===== src/rtl/capi_pkg.sv =====
// Shared CAPI definitions: tag type, tag tracker state encoding and the
// odd-parity helper used wherever a tag crosses the PSL interface.
package capi_pkg;

   localparam int CAPI_TAG_W = 8;

   typedef logic [CAPI_TAG_W-1:0] tag_t;

   typedef enum logic [1:0] {
      TRK_IDLE  = 2'd0,
      TRK_RUN   = 2'd1,
      TRK_DRAIN = 2'd2
   } trk_state_e;

   // Zero-extension does not change the reduction, so narrower fields can be passed in.
   function automatic logic odd_parity(input logic [31:0] v);
      return ~^v;
   endfunction

endpackage


===== src/rtl/capi_priority_encoder.sv =====
// Finds the lowest-numbered set bit of req_i (the free-tag vector).
module capi_priority_encoder #(
   parameter int NUM_TAGS  = 32,
   parameter int TAG_WIDTH = 8
) (
   input  logic [NUM_TAGS-1:0]  req_i,
   output logic                 any_o,
   output logic [TAG_WIDTH-1:0] idx_o
);

   // Scanning downwards lets the lowest set bit be the last one written.
   always_comb begin
      any_o = 1'b0;
      idx_o = '0;
      for (int i = NUM_TAGS - 1; i >= 0; i--) begin
         if (req_i[i]) begin
            any_o = 1'b1;
            idx_o = TAG_WIDTH'(i);
         end
      end
   end

endmodule


===== src/rtl/capi_tag_tracker.sv =====
// CAPI command tag tracker: hands out free tags against PSL credits, retires
// them on responses and flags parity, tag and credit protocol violations.
module capi_tag_tracker
   import capi_pkg::*;
#(
   parameter int NUM_TAGS     = 32,
   parameter int TAG_WIDTH    = $bits(tag_t),
   parameter int CREDIT_WIDTH = 9
) (
   input  logic                    clock,
   input  logic                    reset_n,
   input  logic                    start,
   input  logic [7:0]              room,
   input  logic                    stop,
   input  logic                    req_valid,
   output logic                    req_ready,
   output logic [TAG_WIDTH-1:0]    alloc_tag,
   output logic                    alloc_tag_parity,
   input  logic                    rsp_valid,
   input  logic [TAG_WIDTH-1:0]    rsp_tag,
   input  logic                    rsp_tag_parity,
   input  logic [CREDIT_WIDTH-1:0] rsp_credits,
   output logic [9:0]              credits,
   output logic [TAG_WIDTH:0]      outstanding,
   output logic                    running,
   output logic                    done,
   output logic                    parity_error,
   output logic                    tag_error,
   output logic                    credit_error
);

   localparam int SUM_W = ((CREDIT_WIDTH > 10) ? CREDIT_WIDTH : 10) + 2;

   trk_state_e                 state_q, state_d;
   logic [NUM_TAGS-1:0]        busy_q, busy_d;
   logic [9:0]                 credits_q, credits_d;
   logic [7:0]                 room_q, room_d;
   logic [TAG_WIDTH:0]         outst_q, outst_d;
   logic                       done_q, done_d;
   logic                       perr_q, perr_d;
   logic                       terr_q, terr_d;
   logic                       cerr_q, cerr_d;

   logic                       free_any;
   logic [TAG_WIDTH-1:0]       free_idx;
   logic                       grant;
   logic                       rsp_par_ok;
   logic                       rsp_hit;
   logic signed [SUM_W-1:0]    cred_ext, rsp_ext, grant_s, sum;
   logic [10:0]                sat;

   // Returns {overflow_flag, clamped_credits}.
   function automatic logic [10:0] saturate(input logic signed [SUM_W-1:0] s,
                                            input logic [7:0]              r);
      if (s < 0)
         return {1'b1, 10'd0};
      else if (s > SUM_W'(r))
         return {1'b1, 2'b00, r};
      else
         return {1'b0, s[9:0]};
   endfunction

   capi_priority_encoder #(
      .NUM_TAGS  (NUM_TAGS),
      .TAG_WIDTH (TAG_WIDTH)
   ) u_free_enc (
      .req_i (~busy_q),
      .any_o (free_any),
      .idx_o (free_idx)
   );

   assign req_ready        = (state_q == TRK_RUN) && (credits_q != 10'd0) && free_any;
   assign grant            = req_valid && req_ready;
   assign alloc_tag        = free_idx;
   assign alloc_tag_parity = odd_parity(32'(free_idx));
   assign rsp_par_ok       = (rsp_tag_parity == odd_parity(32'(rsp_tag)));

   // Out-of-range tags never match an index, so they read as not busy.
   always_comb begin
      rsp_hit = 1'b0;
      for (int i = 0; i < NUM_TAGS; i++) begin
         if (rsp_tag == TAG_WIDTH'(i)) rsp_hit = busy_q[i];
      end
   end

   assign cred_ext = SUM_W'(credits_q);
   assign rsp_ext  = rsp_valid ? SUM_W'($signed(rsp_credits)) : '0;
   assign grant_s  = grant ? SUM_W'(1) : '0;
   assign sum      = cred_ext + rsp_ext - grant_s;

   always_comb begin
      state_d   = state_q;
      busy_d    = busy_q;
      credits_d = credits_q;
      room_d    = room_q;
      done_d    = 1'b0;
      perr_d    = perr_q;
      terr_d    = terr_q;
      cerr_d    = cerr_q;
      sat       = '0;
      if (state_q == TRK_IDLE && start) begin
         state_d   = TRK_RUN;
         room_d    = room;
         credits_d = {2'b00, room};
         busy_d    = '0;
         perr_d    = 1'b0;
         terr_d    = 1'b0;
         cerr_d    = 1'b0;
      end else begin
         for (int i = 0; i < NUM_TAGS; i++) begin
            if (grant && free_idx == TAG_WIDTH'(i))
               busy_d[i] = 1'b1;
            if (rsp_valid && rsp_par_ok && rsp_tag == TAG_WIDTH'(i) && busy_q[i])
               busy_d[i] = 1'b0;
         end
         if (rsp_valid) begin
            if (!rsp_par_ok)
               perr_d = 1'b1;
            else if (!rsp_hit)
               terr_d = 1'b1;
         end
         sat       = saturate(sum, room_q);
         credits_d = sat[9:0];
         if (sat[10]) cerr_d = 1'b1;
         case (state_q)
            TRK_RUN:   if (stop) state_d = TRK_DRAIN;
            TRK_DRAIN: if (busy_q == '0) begin
               state_d = TRK_IDLE;
               done_d  = 1'b1;
            end
            default:   ;
         endcase
      end
   end

   always_comb begin
      outst_d = '0;
      for (int i = 0; i < NUM_TAGS; i++) begin
         outst_d = outst_d + (TAG_WIDTH+1)'(busy_d[i]);
      end
   end

   always_ff @(posedge clock or negedge reset_n) begin
      if (!reset_n) begin
         state_q   <= TRK_IDLE;
         busy_q    <= '0;
         credits_q <= '0;
         room_q    <= '0;
         outst_q   <= '0;
         done_q    <= 1'b0;
         perr_q    <= 1'b0;
         terr_q    <= 1'b0;
         cerr_q    <= 1'b0;
      end else begin
         state_q   <= state_d;
         busy_q    <= busy_d;
         credits_q <= credits_d;
         room_q    <= room_d;
         outst_q   <= outst_d;
         done_q    <= done_d;
         perr_q    <= perr_d;
         terr_q    <= terr_d;
         cerr_q    <= cerr_d;
      end
   end

   assign credits      = credits_q;
   assign outstanding  = outst_q;
   assign running      = (state_q != TRK_IDLE);
   assign done         = done_q;
   assign parity_error = perr_q;
   assign tag_error    = terr_q;
   assign credit_error = cerr_q;

endmodule


===== config.mk =====
export PLATFORM = sky130hd
export DESIGN_NAME = capi_tag_tracker
export DESIGN_NICKNAME = d
export VERILOG_FILES = /design/src/rtl/capi_pkg.sv /design/src/rtl/capi_priority_encoder.sv /design/src/rtl/capi_tag_tracker.sv
export SDC_FILE = /design/constraint.sdc
export NUM_CORES = 1
export LEC_CHECK = 0
export CELL_PAD_IN_SITES_DETAIL_PLACEMENT = 0
export CELL_PAD_IN_SITES_GLOBAL_PLACEMENT = 1
export CORE_MARGIN = 2
export CORE_UTILIZATION = 40
export CTS_BUF_LIST = sky130_fd_sc_hd__clkbuf_16
export CTS_CLUSTER_DIAMETER = 40
export CTS_CLUSTER_SIZE = 30
export DETAILED_ROUTE_END_ITERATION = 7
export PLACE_DENSITY_LB_ADDON = 0.1
export SETUP_SLACK_MARGIN = 0.5
export SYNTH_ARGS = -nofsm -noshare
export SYNTH_HDL_FRONTEND = slang
export SYNTH_SLANG_ARGS = --single-unit

===== constraint.sdc =====
create_clock -name clock -period 6.9 [get_ports clock]
set_clock_uncertainty 0.2 [all_clocks]
set_input_delay 0.69 -clock clock [delete_from_list [all_inputs] [get_ports clock]]
set_output_delay 0.69 -clock clock [all_outputs]
set_load 0.005 [all_outputs]

==> impl_results.md <==
- Endpoints failing hold: 0
- Synth warnings: 0
- Syn Inst Count: 702
- TritonCTS clock tree: done
- Worst path slowest cell: fa_1
- Fmax: 149 MHz
- Rows: 44
- Vias per std cell: 5.84
- Yosys cell types: 70
- CP startpoint kind: flip-flop
- DIE WIDTH: 126 um
- Clock sinks: 62
- Worst setup path start: busy_q[31]
- Routability cong.: 0.941
- Vias in the first global route: 5,861
- # IOs: 66
- Critical R2R Capture: outstanding[4]
- Crit path largest cell delay: 0.54 ns
- Setup Viol. Count Final: 0
- Number of CTS-inserted buffers: 9
- Critical path peak fanout: 8
- Total GRT Usage: 25.4%
- Post-DP HPWL: approximately 15,000 um
- Core area: roughly 14,000 um2
- RSZ-0062 raised after global routing: yes
- Sw Ratio: 43.9%
- Worst R2R Path Depth: 28
- Die footprint: 15,800 um2
- DR WL/cell: 19.6 um
- Initial Util: 40.9%
- Synth top area cells: dfrtp_1 26%, ha_1 11%, fa_1 8.8%
- Flops & latches, synth: 62
- Initial antenna violation count: 0
- Pin count of the biggest net entering global routing: 63
- Worst Setup End Kind: flip-flop
- Buf/Inv on CP: 7
- Via Count: 5,856
- IO Port Bufs: 59
- DRT Pass-1 Iters: 5
- Post-Synthesis Cell Area: 5920 um2
- Clk pwr share: 20.0%
- Run status: complete, no violations
- Antenna Cells: 0
- Register area share after synthesis: 26.2%
- Most frequent cell on the critical path: fa_1
- Share of Yosys cell area claimed by the top area cell type: between 20% and 30%
- Min Clock Period, post-route: ~6.7 ns
- Tcrit/Tclk final: 97.3%
- First-pass GRT wire length: 31,600 um
- Critical path class: reg -> reg
- Sequential Power Share: between 20% and 30%
- Worst-Skew Late Latency: about 0.35 ns
- Total power: 2.38 mW
- Final Util: 53.3%
- PwrDens: 309 nW/um2
- Final net count: approximately 920
- Lkg Pwr: between 3 and 4 nW
- Asr flop ratio synth: 100%
- Worst Hold Class: reg -> reg
- Final WL: 19,700 um
- Delay-heaviest family, CP: adder cells
- Crit path to: outstanding[4]
- Share of cells above drive strength 1: around 22%
- Worst vdd ir: 0.192 mV
- Synthesis-to-finish area growth: 30.3%
- Setup TNS: 0 ns
- Detailed Route Iter0 Violations: between 400 and 500
- WP data required: 6.93 ns
- R2R Path Start: busy_q[31]
- CTS H-tree depth: 3
- Final global-route overflow total: 0
- Die Y: 126 um
- Switching power: 1.05 mW
- Synth Area per Inst: 8.44 um2
- DRC: 0
- Ys flop type: dfrtp_1
- R2r setup slk: 0.18 ns
- CP arrival: 6.75 ns
- Max Root-Sink Buffers: 2
- Pint: approximately 1.3 mW
- Worst-Margin Slew: 0.854 ns
- Max_slew headroom: 43.1%
- Combinational group share of total power: between 50 and 60%
- Root Buffer Master: clkbuf_16
- Worst path depth: 28
- Max_cap viols: 0
- Final antenna-violating net count: 0
- Post-synth EDFFs: 0
- Clk slew on worst S/H paths: 0.06 ns
- Slew Limit Fails: 0
- Cell taking the most area after synthesis: dfrtp_1
## flip-flops by register name, indices dropped and copies added (netlist names)
name and flops:
done 1, outstanding 6, parity_error 1, credit_error 1
credits 10, room_q 8, tag_error 1, busy_q 32
state_q 2
## Yosys cell counts, types with 11 or more instances
cell type / instances
inv_1: 78
nand2_1: 68
dfrtp_1: 62
ha_1: 52
a21oi_1: 37
clkbuf_1: 33
nor2_1: 29
o21ai_0: 29
fa_1: 26
a31oi_1: 24
nor3_1: 19
o211ai_1: 17
a311oi_1: 16
and3_1: 15
nand3_1: 14
and2_1: 13
nand2b_1: 13
nand4_1: 11
xnor2_1: 11
## placed cells by master, fill, tap and decap left out, types with 5 or more instances in the layout
master	netlist	routed
a311oi_1	16	13
a21oi_1	37	34
inv_1	78	68
xnor2_1	11	9
o211ai_1	17	17
buf_4	6	82
nand2_1	68	68
ha_2	0	5
nand2b_1	13	11
o21ai_0	29	28
fa_1	26	25
and2_1	13	11
inv_2	0	9
a211oi_1	5	5
dfrtp_1	62	53
conb_1	1	8
nand4_1	11	11
and3_1	15	14
or3_1	6	5
nor2_1	29	28
a21o_1	10	10
clkbuf_16	0	9
nand3_1	14	14
nor3_1	19	15
clkdlybuf4s50_1	0	52
o21a_1	8	8
nor2b_1	10	10
ha_1	52	43
a31oi_1	24	21
dfrtp_2	0	9
a31o_2	8	8
nor4_1	9	9
## cells by family (layout without fill, tap and decap cells)
family | after synthesis | after routing | synth area share, %
compound gates | 184 | 184 | 21.1
xor+xnor | 14 | 14 | 2.30
fa+ha+maj | 78 | 78 | 19.8
buf+inv | 127 | 237 | 8.85
flops | 62 | 62 | 26.2
mux | 1 | 1 | 0.190
other cells | 1 | 8 | 0.0633
simple gates | 235 | 235 | 21.5
## layer usage
layer  GRT usage (%)  up-vias  part of all wire [%]
met3            4.21       26                   8.1
met5               0        -                     0
li1                -     2710                     -
met2            38.4      262                    45
met4            9.93        0                   2.2
met1            36.6     2858                    45
## final cells by class
class                   count  area, um2
clock buffers               9        225
clock inverters             7       75.1
fillers                  1357       6760
inverters                  78        308
multi-input cells         520       4100
flip-flops and latches     62       1560
well taps                 184        230
repair buffers            143       1220
## metrics by stage
step / setup WS (ns) / instances / instance area [um2] / hold slack, ns
6_report: 0.184 / 1003 / 7720 / 0.297
3_5_place_dp: -0.566 / 979 / 7180 / 0.284
2_1_floorplan: 0.459 / 709 / 6030 / 0.194
4_1_cts: 0.179 / 1001 / 7660 / 0.303
3_3_place_gp: -0.405 / 979 / 7180 / 0.278
5_1_grt: -0.115 / 1003 / 7720 / 0.333
## power groups by stage
stage / sequential, mW / clock [mW] / combinational (mW)
2_1_floorplan: 0.496 / 0 / 0.900
3_3_place_gp: 0.517 / 0 / 1.33
3_5_place_dp: 0.520 / 0 / 1.35
4_1_cts: 0.514 / 0.478 / 1.38
5_1_grt: 0.526 / 0.497 / 1.54
6_report: 0.515 / 0.476 / 1.39
## worst min path at each step
stage / start / end / depth (start not counted)
after floorplan: reset_n / busy_q[0] / 0
after CTS: credit_error / credit_error / 1
after detailed placement: credit_error / credit_error / 1
after global placement: credit_error / credit_error / 1
final: credit_error / credit_error / 1
after global routing: credit_error / credit_error / 1
## repair_timing
| action | CTS | global route |
|---|---|---|
| pin swaps | 16 | 7 |
| resized for setup | 44 | 10 |
| setup buffers | 6 | 2 |
| endpoints found under the setup margin | 6 | 5 |
| hold endpoints to repair | 0 | 0 |
| hold buffers | 0 | 0 |
Note: power is estimated with default switching activity, not from simulation.
